===== config.mk =====
export PLATFORM = sky130hd
export DESIGN_NAME = polygraph_sequencer
export DESIGN_NICKNAME = d
export VERILOG_FILES = /design/src/rtl/polygraph_pkg.sv /design/src/rtl/sat_counter.sv /design/src/rtl/polygraph_sequencer.sv
export SDC_FILE = /design/constraint.sdc
export NUM_CORES = 1
export LEC_CHECK = 0
export ABC_AREA = 1
export CORE_ASPECT_RATIO = 1.75
export CORE_MARGIN = 5
export CORE_UTILIZATION = 45
export CTS_CLUSTER_DIAMETER = 200
export DETAILED_ROUTE_END_ITERATION = 10
export GPL_ROUTABILITY_DRIVEN = 0
export PLACE_DENSITY = 0.73
export SLEW_MARGIN = 15
export SYNTH_ARGS = -nofsm -noshare
export SYNTH_HDL_FRONTEND = slang
export SYNTH_SLANG_ARGS = --single-unit

===== constraint.sdc =====
create_clock -name clk -period 1.7 [get_ports clk]
set_input_delay 0.34 -clock clk [delete_from_list [all_inputs] [get_ports clk]]
set_output_delay 0.34 -clock clk [all_outputs]
set_load 0.03 [all_outputs]

===== src/rtl/polygraph_pkg.sv =====
// Shared types and constants for the polygraph session sequencer.
package polygraph_pkg;

  localparam int SENS_W = 10;

  localparam int FLG_ALARM = 3;
  localparam int FLG_BP    = 2;
  localparam int FLG_BR    = 1;
  localparam int FLG_HB    = 0;

  typedef enum logic [2:0] {
    IDLE,
    LOAD_BP,
    LOAD_BR,
    LOAD_HB,
    SETTLE,
    CAPTURE
  } seq_state_t;

endpackage


===== src/rtl/sat_counter.sv =====
// Event counter that clears on request and sticks at all-ones instead of wrapping.
module sat_counter #(
  parameter int WIDTH = 16
) (
  input  logic             clk,
  input  logic             rst,
  input  logic             clr,
  input  logic             inc,
  output logic [WIDTH-1:0] count
);

  function automatic logic [WIDTH-1:0] sat_inc(input logic [WIDTH-1:0] v);
    return (&v) ? v : v + 1'b1;
  endfunction

  always_ff @(posedge clk) begin
    if (rst || clr)
      count <= '0;
    else if (inc)
      count <= sat_inc(count);
  end

endmodule


===== src/rtl/polygraph_sequencer.sv =====
// Assembles BP/BR/HB sensor triples onto the detector, waits for settle, captures
// the flags and keeps saturating event counters plus a debounced sticky alarm.
module polygraph_sequencer
  import polygraph_pkg::*;
#(
  parameter int SETTLE_CYCLES = 2,
  parameter int ALARM_RUN     = 3,
  parameter int CNT_W         = 16
) (
  input  logic              clk,
  input  logic              rst,
  input  logic              start,
  input  logic              stop,
  input  logic [SENS_W-1:0] cfg_age,
  input  logic              s_valid,
  input  logic [SENS_W-1:0] s_data,
  output logic              s_ready,
  output logic [SENS_W-1:0] det_bloodP,
  output logic [SENS_W-1:0] det_breathR,
  output logic [SENS_W-1:0] det_heartB,
  output logic [SENS_W-1:0] det_age,
  input  logic              det_alarm,
  input  logic              det_BP,
  input  logic              det_BR,
  input  logic              det_HB,
  output logic              capt_valid,
  output logic [3:0]        capt_flags,
  output logic [CNT_W-1:0]  bp_cnt,
  output logic [CNT_W-1:0]  br_cnt,
  output logic [CNT_W-1:0]  hb_cnt,
  output logic [CNT_W-1:0]  alarm_cnt,
  output logic [CNT_W-1:0]  triple_cnt,
  output logic              confirmed_alarm,
  output logic              busy
);

  localparam logic [3:0] SETTLE_LAST = 4'(SETTLE_CYCLES - 1);
  localparam logic [3:0] RUN_MAX     = 4'(ALARM_RUN);

  seq_state_t state, state_nxt;
  logic [3:0] settle_cnt;
  logic [3:0] run_cnt;
  logic [3:0] run_nxt;
  logic       start_acc;
  logic       capture_fire;
  logic       settle_done;
  logic       accept;
  logic [3:0] flags;

  function automatic logic [3:0] run_step(input logic [3:0] run, input logic alarm);
    if (!alarm)
      return 4'd0;
    return (run >= RUN_MAX) ? RUN_MAX : run + 4'd1;
  endfunction

  assign start_acc    = (state == IDLE) && start && !stop;
  assign capture_fire = (state == CAPTURE) && !stop;
  assign settle_done  = (settle_cnt == SETTLE_LAST);
  assign accept       = s_valid && s_ready;
  assign busy         = (state != IDLE);
  assign run_nxt      = run_step(run_cnt, det_alarm);

  always_comb begin
    flags            = '0;
    flags[FLG_ALARM] = det_alarm;
    flags[FLG_BP]    = det_BP;
    flags[FLG_BR]    = det_BR;
    flags[FLG_HB]    = det_HB;
  end

  // Sequencing: state register and next-state / handshake decode
  always_ff @(posedge clk) begin
    if (rst)
      state <= IDLE;
    else
      state <= state_nxt;
  end

  always_comb begin
    state_nxt = state;
    s_ready   = 1'b0;
    case (state)
      IDLE:    if (start_acc) state_nxt = LOAD_BP;
      LOAD_BP: begin
        s_ready = !stop;
        if (s_valid) state_nxt = LOAD_BR;
      end
      LOAD_BR: begin
        s_ready = !stop;
        if (s_valid) state_nxt = LOAD_HB;
      end
      LOAD_HB: begin
        s_ready = !stop;
        if (s_valid) state_nxt = (SETTLE_CYCLES == 0) ? CAPTURE : SETTLE;
      end
      SETTLE:  if (settle_done) state_nxt = CAPTURE;
      CAPTURE: state_nxt = LOAD_BP;
      default: state_nxt = IDLE;
    endcase
    if (stop && state != IDLE)
      state_nxt = IDLE;
  end

  always_ff @(posedge clk) begin
    if (rst || state != SETTLE)
      settle_cnt <= '0;
    else if (!settle_done)
      settle_cnt <= settle_cnt + 4'd1;
  end

  // Detector drive registers, loaded one word per handshake
  always_ff @(posedge clk) begin
    if (rst) begin
      det_bloodP  <= '0;
      det_breathR <= '0;
      det_heartB  <= '0;
      det_age     <= '0;
    end else begin
      if (start_acc)
        det_age <= cfg_age;
      if (accept) begin
        case (state)
          LOAD_BP: det_bloodP  <= s_data;
          LOAD_BR: det_breathR <= s_data;
          LOAD_HB: det_heartB  <= s_data;
          default: ;
        endcase
      end
    end
  end

  // Capture: flag register, alarm run and sticky confirmation
  always_ff @(posedge clk) begin
    if (rst) begin
      capt_valid <= 1'b0;
      capt_flags <= '0;
    end else begin
      capt_valid <= capture_fire;
      if (capture_fire)
        capt_flags <= flags;
    end
  end

  always_ff @(posedge clk) begin
    if (rst || start_acc) begin
      run_cnt         <= '0;
      confirmed_alarm <= 1'b0;
    end else if (capture_fire) begin
      run_cnt <= run_nxt;
      if (run_nxt == RUN_MAX)
        confirmed_alarm <= 1'b1;
    end
  end

  sat_counter #(.WIDTH(CNT_W)) u_triple_cnt (
    .clk(clk), .rst(rst), .clr(start_acc), .inc(capture_fire), .count(triple_cnt)
  );
  sat_counter #(.WIDTH(CNT_W)) u_bp_cnt (
    .clk(clk), .rst(rst), .clr(start_acc), .inc(capture_fire && det_BP), .count(bp_cnt)
  );
  sat_counter #(.WIDTH(CNT_W)) u_br_cnt (
    .clk(clk), .rst(rst), .clr(start_acc), .inc(capture_fire && det_BR), .count(br_cnt)
  );
  sat_counter #(.WIDTH(CNT_W)) u_hb_cnt (
    .clk(clk), .rst(rst), .clr(start_acc), .inc(capture_fire && det_HB), .count(hb_cnt)
  );
  sat_counter #(.WIDTH(CNT_W)) u_alarm_cnt (
    .clk(clk), .rst(rst), .clr(start_acc), .inc(capture_fire && det_alarm), .count(alarm_cnt)
  );

endmodule


# Yosys cells after proc, flatten, opt, wreduce, memory -nomap -nowiden
# Index checks and enable logic that the tools add are counted.
dict set report op_classes {
  n_bitwise 5
  n_mux 9
  addsub 7
  n_lt_le_gt_ge 1
  n_eq_ne 13
  reduce_logical 31
}
# operator count
set op_table {}
lappend op_table {{16-bit by 1-bit adder with 16-bit output (second input constant)} 5}
lappend op_table {{16-bit AND reduction} 5}
lappend op_table {{3-bit one-hot mux with 6 select lines} 1}
lappend op_table {{2-bit AND reduction} 9}
lappend op_table {{3-bit two-way mux} 5}
lappend op_table {{1-bit logical AND} 9}
lappend op_table {{4-bit by 1-bit adder with 4-bit output (second input constant)} 2}
lappend op_table {{4-bit two-way mux} 2}
lappend op_table {{2-bit != test (second input constant)} 4}
lappend op_table {{3-bit by 2-bit == test with 1-bit output (second input constant)} 2}
lappend op_table {{3-bit == test (second input constant)} 2}
lappend op_table {{1-bit inverter} 5}
lappend op_table {{5-bit AND reduction} 1}
lappend op_table {{4-bit by 1-bit == test with 1-bit output (second input constant)} 1}
lappend op_table {{4-bit by 2-bit == test with 1-bit output (second input constant)} 1}
lappend op_table {{4-bit by 2-bit >= comparator with 1-bit output (second input constant)} 1}
lappend op_table {{3-bit by 1-bit == test with 1-bit output (second input constant)} 1}
lappend op_table {{3-bit logical NOT} 1}
lappend op_table {{3-bit != test (second input constant)} 1}
lappend op_table {{3-bit nonzero test} 1}
lappend op_table {{3-bit OR reduction} 1}
lappend op_table {{1-bit logical OR} 2}
lappend op_table {{2-bit by 1-bit != test with 1-bit output (second input constant)} 1}
lappend op_table {{2-bit OR reduction} 1}
lappend op_table {{2 further kinds} 2}
dict set report word_totals {
  input_bits 29
  output_inout_bits 128
  elab_cells 81
  ff_bits 137
}

# Depth between registers and ports, before layout
# Gate-level depths: netlist (run 1).
dict set report depth {
  word_depth 5
  mapped_depth 10
  ltp_nobuf 10
}

# Hierarchy
# Synthesis (run 1) repeated with hierarchy kept, for this count alone.
dict set report unflattened {
  hier_cells 1054
  area_unflattened_um2 7193.1
}
# module cells_each n_inst area_per_inst_um2 seq_area_each_um2
set modules_own_cells {}
lappend modules_own_cells {sat_counter 144 5 975.9 320.3}
lappend modules_own_cells {polygraph_sequencer 334 1 2313.5 1141.1}

# Worst setup path before layout (run 1)
# No wires, ideal clock.
dict set report synth_path {
  kind {flip-flop to flip-flop}
  from {register u_alarm_cnt.count[0]}
  to {register u_alarm_cnt.count[2]}
  setup_time_ps 70
  path_buffers 1
  required_ps 1630
  stages_incl_launch_ff 9
  path_slack_ps -10
  arrival_ps 1641
  synth_period_minus_slack_ps 1710
  path_cell_list {dfxtp_1 ha_1 inv_1 nor2_1 nand2_1 o21ai_1 buf_2 nand2_1 a21oi_1}
}
dict set report synth_via {
  elab_chain_len 3
  word_cells_on_any_way 4
  classes_between {1 x add/sub; 1 x bitwise; 2 x reduce/logical}
}
# item line_no
set synth_rtl {}
lappend synth_rtl {{from (decl)} sat_counter.sv:9} ;# output logic [WIDTH-1:0] count
lappend synth_rtl {{from (signal assigned)} sat_counter.sv:20} ;# count <= sat_inc(count);
lappend synth_rtl {{branches (longest 3 deep; another with 16-bit by 1-bit adder with 16-bit output)} --}
# Parallel ways; which one is timed is not known.
# A chain may end at the register's enable or synchronous reset.

# Worst setup path in the final report (run 1)
dict set report layout_path {
  from {register u_br_cnt.count[3]}
  to {output br_cnt[3]}
}
# item line_no
set layout_lines {}
lappend layout_lines {{from (decl)} sat_counter.sv:9}
lappend layout_lines {{from (signal assigned)} sat_counter.sv:20}
lappend layout_lines {{to (decl)} polygraph_sequencer.sv:29} ;# output logic [CNT_W-1:0] br_cnt,
# No word-level cell between the ends.

==> impl_metrics.toml, run 1 <==
[run_status]
outcome = "finished, final reports clean"

[detailed_routing]
wl_per_cell_um = 13.0
num_vias = 7249
routed_wirelength_um = 18900
drc_errors = 0
avgViaCountPerCell = 5.00
route.antenna.remaining_nets = 0
detail_route.first_pass.iterations = 6
drtIter0Drc = 260

[worst_setup_path]
endpoint_of_the_most_critical_register_to_register_path = "u_triple_cnt.count[15]$_SDFFE_PP0P_"
timing_worst_setup_path_type = "reg2out"
r2r_setup_slack_ns = 0.10
timing.critical_path.from_type = "register"
worst-endpoint-arrival_ns = 1.31
worstRegToRegCells = 9
timing.critical_path.fanout_max = 6
critical_path.top_delay_family = "flip-flops"
start_of_the_worst_register_to_register_path = "u_triple_cnt.count[0]$_SDFFE_PP0P_"
critical-path-slowest-cell = "dfxtp_1"
crit_path_cell_trace = "dlygate4sd2_1"
critical_path.n_buffers_inverters = 1
worst_ep_required_time_ns = 1.36
crit_path_max_incr_delay_ns = 0.45
timing.critical_path.to_type = "output pin"

[timing]
setup_tns_ns = 0
setup_viol = 0
worst-slew-pin-transition_ns = 0.412
achievable_freq_mhz = 606
minimum_clock_period_ns = 1.65
hold_slack_ns = 0.441
slew_viol_final = 0
final_hold_viol_count = 0
fin_crit_sh_pct = 97.0
clock-skew-final_ns = 0.0148
setup_repair_after_global_routing_missed_its_margin = "yes"
max_slew_headroom_pct = 72.4

[clock_network]
cts.clk_slew.worst_paths_ns = 0.06
cts-buffers-inserted = 17
cts.sink_count = 137
tritoncts = "yes"
clock_tree.htree_level_count = 4
cts_root_buf = "clkbuf_16"
cts_hold_buf = 0
clock_tree.buffer_depth = 2
clk_latency_ns = 0.42

[synth]
synth.distinct_cells = 30
synthCells = 1024
mappedNetlistArea_um2 = 6770
most_numerous_cell_in_the_yosys_netlist = "nand2_1"
ys.warnings.count = 0
synth_nets = 1061
synth_commonest_cells = "nand2_1, nor2_1, dfxtp_1"
yosys_most_used_dff = "dfxtp_1"
synth_edf_count = 0
postSynthRegisterBits = 137
register_area_share_after_synthesis_pct = 40.5
synthArstFlopShare_pct = 0
synth_top_area_share_pct = 40.5
synthTopCellsByArea = "dfxtp_1, nand2_1, nor2_1"
yosys.area.top_type = "dfxtp_1"
syn_area_per_cell_um2 = 6.62

[die]
die-width_um = 103
count_of_boundary_i_o_pins = 157
core-area_um2 = 14800
die_height_um = 172
design.die.area_um2 = 17700
rows = 59
starting_density_pct = 45.7

[placed_design]
hpwl_um = 14200
buffer_ports.inserted = 156
placed_cells = 1417

[layout]
final_nets = 1292
diodes = 0
final_cells = 1451
layout-area-overhead-vs-synth_pct = 43.5
share_of_post_route_cells_with_drive_strength_above_1_pct = 12.9

[global_route]
grt_pass1_wl_um = 31500
grt_antenna_before_repair = 0
grtUsageTotal_pct = 22.0
grt_pass1_vias = 7070
grt_overflow = 0
grt_max_degree = 40

[run]
maxcap_viol_count = 0

[hold_path]
hold_depth = 2
hold_class = "reg2reg"
worst_hold_startpoint = "run_cnt[3]$_SDFFE_PP0P_"
worstHoldEndpoint = "run_cnt[3]$_SDFFE_PP0P_"

[power]
worst_ir_drop_vdd_mv = 0.803
power_density_nw_per_um2 = 927
report.power.total_mw = 9.01
static-leakage-power_nw = 4.40
[registers in the layout, summed over array words and instances (netlist names)]
| register | count |
|---|---|
| u_br_cnt.count | 16 |
| u_alarm_cnt.count | 16 |
| det_age | 10 |
| capt_valid | 1 |
| settle_cnt | 4 |
| det_breathR | 10 |
| confirmed_alarm | 1 |
| capt_flags | 4 |
| run_cnt | 4 |
| det_bloodP | 10 |
| u_bp_cnt.count | 16 |
| u_hb_cnt.count | 16 |
| det_heartB | 10 |
| u_triple_cnt.count | 16 |
| state | 3 |
[timing repair]
action,4_1_cts,5_1_grt
setup endpoints to repair,129,63
buffers inserted,1,2
pin swaps,1,5
endpoints found under the hold margin,0,0
gates resized for setup,135,22
[worst max path at each step]
stage,start,end,cells past startpoint
after floorplan,u_hb_cnt.count[0]$_SDFFE_PP0P_,u_hb_cnt.count[14]$_SDFFE_PP0P_,8
after global placement,stop,u_triple_cnt.count[13]$_SDFFE_PP0P_,10
after detailed placement,stop,u_br_cnt.count[5]$_SDFFE_PP0P_,10
after CTS,u_alarm_cnt.count[14]$_SDFFE_PP0P_,alarm_cnt[14],2
after global routing,state[2]$_SDFFE_PP0P_,u_hb_cnt.count[7]$_SDFFE_PP0P_,10
final,u_br_cnt.count[3]$_SDFFE_PP0P_,br_cnt[3],1
[layer usage]
metal  global-route usage, %  up-vias  share of wire, %
li1                        -     3730                 -
met1                    22.0     3296                37
met2                    41.4      172                54
met3                    5.85       51               5.6
met4                    9.92        0               3.2
met5                       0        -                 0
[cell type report]
type / instances / area, um2
inverter: 83 / 314
clock buffer: 18 / 439
multi-input combinational: 776 / 3630
sequential: 137 / 2760
clock inverter: 14 / 195
fill: 1348 / 5110
timing repair buffer: 240 / 2160
tap: 183 / 229
[layout by cell type (no fill, tap or decap), types with 25 or more instances in the layout]
cell type,n
nand2_1,303
nand4_1,25
buf_4,75
nor2_1,193
inv_1,72
clkdlybuf4s50_1,28
a21oi_1,82
o21ai_0,42
dfxtp_1,129
nand3_1,56
dlygate4sd2_1,122
[metrics by stage]
| stage | setup slack [ns] | cell area [um2] | util [%] |
|---|---|---|---|
| 2_1_floorplan | 0.0189 | 6780 | - |
| 3_3_place_gp | -0.210 | 9140 | 61.6 |
| 3_5_place_dp | -0.240 | 9140 | 61.6 |
| 4_1_cts | 0.0102 | 9650 | 65.0 |
| 5_1_grt | -0.0130 | 9720 | 65.5 |
| 6_report | 0.0510 | 9720 | 65.5 |
[report_power, final]
| part | switching [mW] | internal, mW |
|---|---|---|
| clock | 1.46 | 2.50 |
| sequential | 0.0866 | 3.34 |
| combinational | 1.02 | 0.602 |
[logic make-up (layout without fill, tap and decap cells)]
group	after synthesis	in the layout	synth area share [%]
AOI/OAI and AO/OA	132	132	9.92
DFF	137	137	40.5
buffers and inverters	111	355	7.00
adders and majority gates	8	8	1.48
and+or+nand+nor	605	605	37.1
xor gates and xnor gates	31	31	4.01
(Power assumes the default switching activity.)
==> run 2, diff against run 1 <==
--- a/config.mk
+++ b/config.mk
@@ -12,7 +12,8 @@
 export CTS_CLUSTER_DIAMETER = 200
 export DETAILED_ROUTE_END_ITERATION = 10
 export GPL_ROUTABILITY_DRIVEN = 0
-export PLACE_DENSITY = 0.73
+export PLACE_DENSITY = 0.71
+export SKIP_LAST_GASP = 1
 export SLEW_MARGIN = 15
 export SYNTH_ARGS = -nofsm -noshare
 export SYNTH_HDL_FRONTEND = slang
==> impl_metrics.toml, run 2 (same netlist as run 1, synthesis figures left out) <==
[run_status]
outcome = "finished, final reports clean"

[die]
die-width_um = 103
core-area_um2 = 14800
starting_density_pct = 45.7
count_of_boundary_i_o_pins = 157
die_height_um = 172
rows = 59
design.die.area_um2 = 17700

[layout]
diodes = 0
final_nets = 1284
layout.cells.most_common_list = "nand2_1, nor2_1, dfxtp_1, dlygate4sd2_1, a21oi_1"
count_of_fill_cells_added_during_filler_insertion = 1418
most_common_cell_after_layout_fill_and_taps_aside = "nand2_1"
postLayoutCoreUtil_pct = 64.4
share_of_post_route_cells_with_drive_strength_above_1_pct = 12.7
layout-area-overhead-vs-synth_pct = 41.1

[clock_network]
clock_tree.buffer_depth = 2
cts.clk_slew.worst_paths_ns = 0.06
cts.sink_count = 137
tritoncts = "yes"
cts-buffers-inserted = 17
clk_latency_ns = 0.41
cts_root_buf = "clkbuf_16"
clock_tree.htree_level_count = 4

[worst_setup_path]
timing.critical_path.to_type = "output pin"
start_of_the_worst_register_to_register_path = "state[2]$_SDFFE_PP0P_"
worst_ep_required_time_ns = 1.36
worst-endpoint-arrival_ns = 1.31
critical_path.top_delay_family = "flip-flops"
critPathLaunch = "u_br_cnt.count[2]$_SDFFE_PP0P_"
r2r_setup_slack_ns = 0.13
timing.critical_path.from_type = "register"
crit_path_max_incr_delay_ns = 0.47
timing.critical_path.fanout_max = 7
critical-path-slowest-cell = "dfxtp_1"
crit_path_cell_trace = "dlygate4sd2_1"
critical_path.n_buffers_inverters = 1
timing_worst_setup_path_type = "reg2out"

[timing]
clock-skew-final_ns = 0.0101
max_slew_headroom_pct = 70.4
setup_tns_ns = 0
achievable_freq_mhz = 604
slew_viol_final = 0
fin_crit_sh_pct = 97.4
minimum_clock_period_ns = 1.65
final_hold_viol_count = 0
setup_viol = 0
worst-slew-pin-transition_ns = 0.443
setup_slack_ns = 0.0450

[hold_path]
hold_class = "reg2reg"
worst_hold_startpoint = "run_cnt[3]$_SDFFE_PP0P_"

[detailed_routing]
drc_errors = 0
wl_per_cell_um = 13.3
num_vias = 7137
route.antenna.remaining_nets = 0
drtIter0Drc = 240
detail_route.first_pass.iterations = 4
routed_wirelength_um = 19100
avgViaCountPerCell = 4.95

[global_route]
grt_pass1_vias = 6881
grt_pass1_wl_um = 31400
grt_antenna_before_repair = 0
grt_overflow = 0
grt_max_degree = 38
grtUsageTotal_pct = 22.0

[run]
maxcap_viol_count = 0

[placed_design]
hpwl_um = 14400
buffer_ports.inserted = 156
dp_worst_setup_slack_ns = -0.188

[power]
static-leakage-power_nw = 4.32
worst_ir_drop_vdd_mv = 0.898
power_density_nw_per_um2 = 910
-- run 2: cell count changes in the layout (fill, tap and decap cells not counted), moves of 4 or more --
cell     before  now
dfxtp_1     129  125
dfxtp_2       7   12
buf_4        75   69
nor2_2        4    8
-- run 2: worst paths after layout --
path / end / cells after the start
min: run_cnt[3]$_SDFFE_PP0P_ / 2
max: br_cnt[2] / 1
max reg2reg: u_hb_cnt.count[13]$_SDFFE_PP0P_ / 10
min reg2reg: run_cnt[3]$_SDFFE_PP0P_ / 2
-- run 2: cell type report --
cell class | instances | area [um2] | share of cell area (%)
Clock buffer | 20 | 457 | 4.78
Clock inverter | 11 | 123 | 1.28
Inverter | 83 | 314 | 3.29
Multi-Input combinational cell | 777 | 3620 | 37.9
Sequential cell | 137 | 2760 | 28.9
Tap cell | 183 | 229 | 2.40
Timing Repair Buffer | 231 | 2050 | 21.5
-- run 2: repair_timing --
item,in CTS,in global routing
resized for setup,130,26
setup buffers,2,2
pin swaps,0,4
gates cloned,0,1
setup endpoints to repair,127,60
hold buffers,0,0
-- run 2: where the power goes --
| part | switching, mW | internal [mW] |
|---|---|---|
| logic | 1.04 | 0.616 |
| registers | 0.0743 | 3.33 |
| clock network | 1.41 | 2.23 |
-- run 2: per-layer routing --
metal / share of wire (%) / GRT usage, % / vias up
met5: 0 / 0 / -
met4: 2.3 / 8.68 / 0
met3: 5.4 / 5.65 / 33
met2: 55 / 42.5 / 161
met1: 37 / 21.5 / 3229
li1: - / - / 3714
-- run 2: stage by stage --
stage	hold WS, ns	std cells	power [mW]	area [um2]
after floorplan	0.422	1024	4.39	6780
after global placement	0.435	1406	5.03	9020
after detailed placement	0.437	1406	5.04	9020
after CTS	0.445	1439	8.70	9470
after global routing	0.464	1442	9.08	9560
final	0.443	1442	8.70	9560
-- run 2: worst reg2reg max path, stage by stage, from the launching register on --
cell     delay (ns)
dfxtp_1        0.39
inv_4          0.08
nor2_4         0.17
nand2_4        0.15
nor2_4         0.16
inv_2          0.07
nor2_4         0.10
buf_4          0.15
nand3_1        0.08
nand2_1        0.06
nor2_1         0.04
==> patch 1 (flow settings as in run 2) <==
Re-encode `seq_state_t` (6 states) as one-hot, 6 bits wide.
--- a/src/rtl/polygraph_pkg.sv
+++ b/src/rtl/polygraph_pkg.sv
@@ -8,13 +8,13 @@
   localparam int FLG_BR    = 1;
   localparam int FLG_HB    = 0;
 
-  typedef enum logic [2:0] {
-    IDLE,
-    LOAD_BP,
-    LOAD_BR,
-    LOAD_HB,
-    SETTLE,
-    CAPTURE
+  typedef enum logic [5:0] {
+    IDLE    = 6'b000001,
+    LOAD_BP = 6'b000010,
+    LOAD_BR = 6'b000100,
+    LOAD_HB = 6'b001000,
+    SETTLE  = 6'b010000,
+    CAPTURE = 6'b100000
   } seq_state_t;
 
 endpackage
Behaviour: no difference found for any inputs over 10 cycles, from zero or initial values and one cycle with rst high; not proved beyond that.
==> patch 1 against run 2 <==
The run now ends with setup timing left. Synthesized area up 2.7%. Worst setup slack got worse by 0.21 ns. Cell area up 8.8%. Non-clock buffer count rose by 19. Routed wire length rose by 8.7%. Die area grew 2.5%. Total power increased by 3.0%. Sequential cell count increased by 3. Critical path type unchanged.
==> patch 1: results (changes against run 2) <==
\begin{tabular}{lr}
\hline
Metric & Value \\
\hline
\multicolumn{2}{l}{\textbf{Outcome}} \\
\quad Run status & finished, violations left \\
\quad Failing checks & setup timing \\
\multicolumn{2}{l}{\textbf{STA}} \\
\quad Setup WS post-layout & -0.165 ns (-0.210 ns) \\
\quad Final-report setup violation count & 38 (+38) \\
\quad Clock skew after layout & 0.0121 ns (+0.00201 ns) \\
\multicolumn{2}{l}{\textbf{Placement}} \\
\quad Cell area after placement & 0.00930 mm\^{}2 (+3.1\%) \\
\quad Post-Place Setup Slack & -0.120 ns (+0.0677 ns) \\
\multicolumn{2}{l}{\textbf{Synth}} \\
\quad Top cell types by occurrence after synthesis & sky130\_fd\_sc\_hd\_\_nand2\_1, sky130\_fd\_sc\_hd\_\_nor2\_1, sky130\_fd\_sc\_hd\_\_dfxtp\_1 \\
\quad Net count of the mapped netlist & 1084 (+2.2\%) \\
\quad Adder and majority cell fraction of the synthesized area & 1.44\% (-0.039 points) \\
\quad Post-synthesis share of cell area spent on xor and xnor gates & 5.16\% (+1.2 points) \\
\quad Proportion of synthesized chip area in sequential cells & 40.3\% (-0.21 points) \\
\quad Number of different library cells in the post-synthesis netlist & 29 (-3.3\%) \\
\multicolumn{2}{l}{\textbf{Setup path}} \\
\quad Maximum fanout along the worst path & 5 (-2) \\
\quad Destination of the worst register-to-register timing path & u\_triple\_cnt.count[3]\$\_SDFFE\_PP0P\_ \\
\multicolumn{2}{l}{\textbf{Global route}} \\
\quad Total track usage & 20.8\% (-1.2 points) \\
\quad Number of global-route vias before repair & 6917 (+0.52\%) \\
\multicolumn{2}{l}{\textbf{Pwr}} \\
\quad Peak VDD IR & 0.787 mV (-12\%) \\
\quad Switching power summed over all nets & 2520 uW (+0.24\%) \\
\multicolumn{2}{l}{\textbf{Worst hold path}} \\
\quad Launch point of the worst hold path & det\_breathR[7]\$\_SDFFE\_PP0P\_ \\
\quad Worst min-delay path endpoint & det\_breathR[7]\$\_SDFFE\_PP0P\_ \\
\multicolumn{2}{l}{\textbf{Route}} \\
\quad Wire length on met1 & 7770 um (+8.9\%) \\
\quad Routed length on met3 & 1120 um (+7.9\%) \\
\quad Met2 routed WL & 11400 um (+8.6\%) \\
\multicolumn{2}{l}{\textbf{Finish}} \\
\quad Fraction of final layout cells with drive strength greater than 1 & 18.6\% (+5.8 points) \\
\hline
\end{tabular}
patch 1: repair_timing:
| action | CTS | global route |
|---|---|---|
| endpoints found under the setup margin | 130 | 65 |
| setup buffers | 2 | 12 |
| pin swaps | 1 | 39 |
| gates cloned | 0 | 7 |
| gates resized for setup | 135 | 120 |
patch 1: per-layer routing:
layer	track usage [%]	up-vias
li1	-	3785
met1	21.6	3441
met2	38.6	211
met3	5.54	43
met4	8.97	0
met5	0	-
patch 1: worst max-delay path by stage:
stage / startpoint / endpoint / slack, ns
after global routing: state[5]$_SDFFE_PP0P_ / s_ready / -0.23
after global placement: stop / det_age[5]$_SDFFE_PP0P_ / -0.11
after detailed placement: stop / det_age[5]$_SDFFE_PP0P_ / -0.12
after floorplan: u_alarm_cnt.count[0]$_SDFFE_PP0P_ / u_alarm_cnt.count[7]$_SDFFE_PP0P_ / 0.02
final: state[3]$_SDFFE_PP0P_ / busy / -0.16
after CTS: state[2]$_SDFFE_PP0P_ / s_ready / -0.22
patch 1: cell families after synthesis:
| kind of cell | after synthesis |
|---|---|
| adders and majority gates | 8 |
| AOI/OAI and AO/OA | 153 |
| xor gates and xnor gates | 41 |
| and+or+nand+nor | 572 |
| buffers and inverters | 133 |
| DFF | 140 |
patch 1: layout make-up:
class                           instances  area share [%]
Clock buffer                           19            4.26
Clock inverter                         12            1.58
Inverter                              102            3.79
Multi-Input combinational cell        774            38.0
Sequential cell                       140            27.2
Tap cell                              186            2.24
Timing Repair Buffer                  250            22.8
Timing Repair inverter                  2           0.132
patch 1: stage by stage:
stage | std cells | utilization [%] | hold slack, ns | power, uW | setup TNS, ns
floorplan | 1047 | - | 0.423 | 4290 | 0
global placement | 1433 | 60.7 | 0.429 | 4900 | -2.41
detailed placement | 1433 | 60.7 | 0.432 | 4910 | -4.08
CTS | 1466 | 63.9 | 0.442 | 8760 | -0.307
global route | 1485 | 67.9 | 0.462 | 9320 | -6.99
finish | 1485 | 67.9 | 0.439 | 8960 | -1.20
patch 1: worst max-delay path, stage by stage, from the launching register on:
cell and delay (ns):
sky130_fd_sc_hd__dfxtp_4 0.36, sky130_fd_sc_hd__nor2_4 0.23, sky130_fd_sc_hd__buf_4 0.18, sky130_fd_sc_hd__nand3_4 0.08, sky130_fd_sc_hd__buf_6 0.13, sky130_fd_sc_hd__buf_6 0.13
patch 1: power groups by stage:
stage,logic [uW],clock network (uW),registers [uW]
detailed placement,1360,0,3550
finish,1620,3850,3490
global placement,1350,0,3550
global route,1750,4060,3510
floorplan,596,0,3690
CTS,1360,3910,3480
==> patch 2 (flow settings as in run 2) <==
Without the edit above. Change the parameter `CNT_W` from 16 to 14.
--- a/src/rtl/polygraph_sequencer.sv
+++ b/src/rtl/polygraph_sequencer.sv
@@ -5,7 +5,7 @@
 #(
   parameter int SETTLE_CYCLES = 2,
   parameter int ALARM_RUN     = 3,
-  parameter int CNT_W         = 16
+  parameter int CNT_W         = 14
 ) (
   input  logic              clk,
   input  logic              rst,
Interface: changed (5 resized); port bits go from 157 to 147. The function was not compared with the original's and may differ.
==> patch 2 against run 2 <==
Synthesized cell count down 8.8%. Largest power group unchanged. Synthesized area down 8.4%. Worst setup slack worse by 0.0088 ns. Routed wire length down 10%. Utilization up 2.4 points. Total power down 2.7%. Cell area down 6.0%. Die area down 7.8%. Critical path depth up 3. Largest cell class unchanged. Sequential cell count down 10. Sequential share of layout area down 0.24 points.
==> patch 2: results (changes against run 2) <==
\begin{tabular}{lr}
\hline
Metric & Value \\
\hline
\multicolumn{2}{l}{\textbf{Outcome}} \\
\quad Run status & completed \\
\multicolumn{2}{l}{\textbf{Synth}} \\
\quad Top cell types by occurrence after synthesis & sky130\_fd\_sc\_hd\_\_nand2\_1, sky130\_fd\_sc\_hd\_\_nor2\_1, sky130\_fd\_sc\_hd\_\_dfxtp\_1 \\
\quad Synthesized-area fraction occupied by ao, oa, aoi and oai cells & 11.4\% (+1.5 points) \\
\multicolumn{2}{l}{\textbf{Route}} \\
\quad Violation count after the first detailed-route iteration & 267 (+11\%) \\
\quad Wire length on met1 & 6420 um (-10\%) \\
\quad Final Routed Wirelength & 17200 um (-10\%) \\
\quad Routed length on met3 & 1060 um (+2.2\%) \\
\quad Via density per instance & 4.88 (-1.5\%) \\
\multicolumn{2}{l}{\textbf{Pwr}} \\
\quad Areal power density over the cells & 942 mW/mm\^{}2 (+3.5\%) \\
\quad Peak VDD IR & 0.992 mV (+10\%) \\
\multicolumn{2}{l}{\textbf{Global route}} \\
\quad Pin count of the biggest net entering global routing & 39 (+2.6\%) \\
\quad Met2 GRT Util & 40.2\% (-2.4 points) \\
\quad First-pass GRT wire length & 28700 um (-8.6\%) \\
\multicolumn{2}{l}{\textbf{Placement}} \\
\quad Cell area after placement & 0.00837 mm\^{}2 (-7.3\%) \\
\quad DP Cell Count & 1295 (-7.9\%) \\
\quad Post-Place Setup Slack & -0.219 ns (-0.0316 ns) \\
\multicolumn{2}{l}{\textbf{Finish}} \\
\quad Number of fillers in the final layout & 1224 (-14\%) \\
\quad Number of non-clock inverters & 102 (+23\%) \\
\quad Final Net Count & 1183 (-7.9\%) \\
\quad NonClk Buf Share & 22.1\% (+0.62 points) \\
\quad Sequential cell count & 127 (-7.3\%) \\
\quad Count of plain and timing-repair buffers & 221 (-4.3\%) \\
\quad Clock buffer and inverter area fraction after layout & 6.88\% (+0.82 points) \\
\quad Multi-input gate share of total cell area & 35.7\% (-2.2 points) \\
\quad Flip-flop and latch share of the layout cell area & 28.6\% (-0.24 points) \\
\multicolumn{2}{l}{\textbf{STA}} \\
\quad Worst-Margin Slew & 0.358 ns (-0.0843 ns) \\
\quad Clock skew after layout & 0.0107 ns (+0.000615 ns) \\
\hline
\end{tabular}
-- patch 2: cell types whose count changed in the layout (fill, tap and decap cells not counted), sizes merged, moves of 3 or more --
| cell | run 2 | this run |
|---|---|---|
| nor2 | 208 | 159 |
| nor3 | 2 | 7 |
| nand3b | 4 | 1 |
| dfxtp | 137 | 127 |
| nand4 | 25 | 22 |
| inv | 83 | 100 |
| clkinv | 5 | 8 |
| dlygate4sd2 | 125 | 115 |
| nand2 | 309 | 259 |
| o21ai | 47 | 54 |
| nand3 | 56 | 49 |
-- patch 2: final timing paths --
path	slack, ns	depth (start not counted)	startpoint	to
min reg2reg	0.44	2	det_breathR[5]$_SDFFE_PP0P_	det_breathR[5]$_SDFFE_PP0P_
max	0.04	4	state[0]$_SDFFE_PP0P_	busy
min	0.44	2	det_breathR[5]$_SDFFE_PP0P_	det_breathR[5]$_SDFFE_PP0P_
max reg2reg	0.13	11	u_triple_cnt.count[0]$_SDFFE_PP0P_	u_triple_cnt.count[12]$_SDFFE_PP0P_
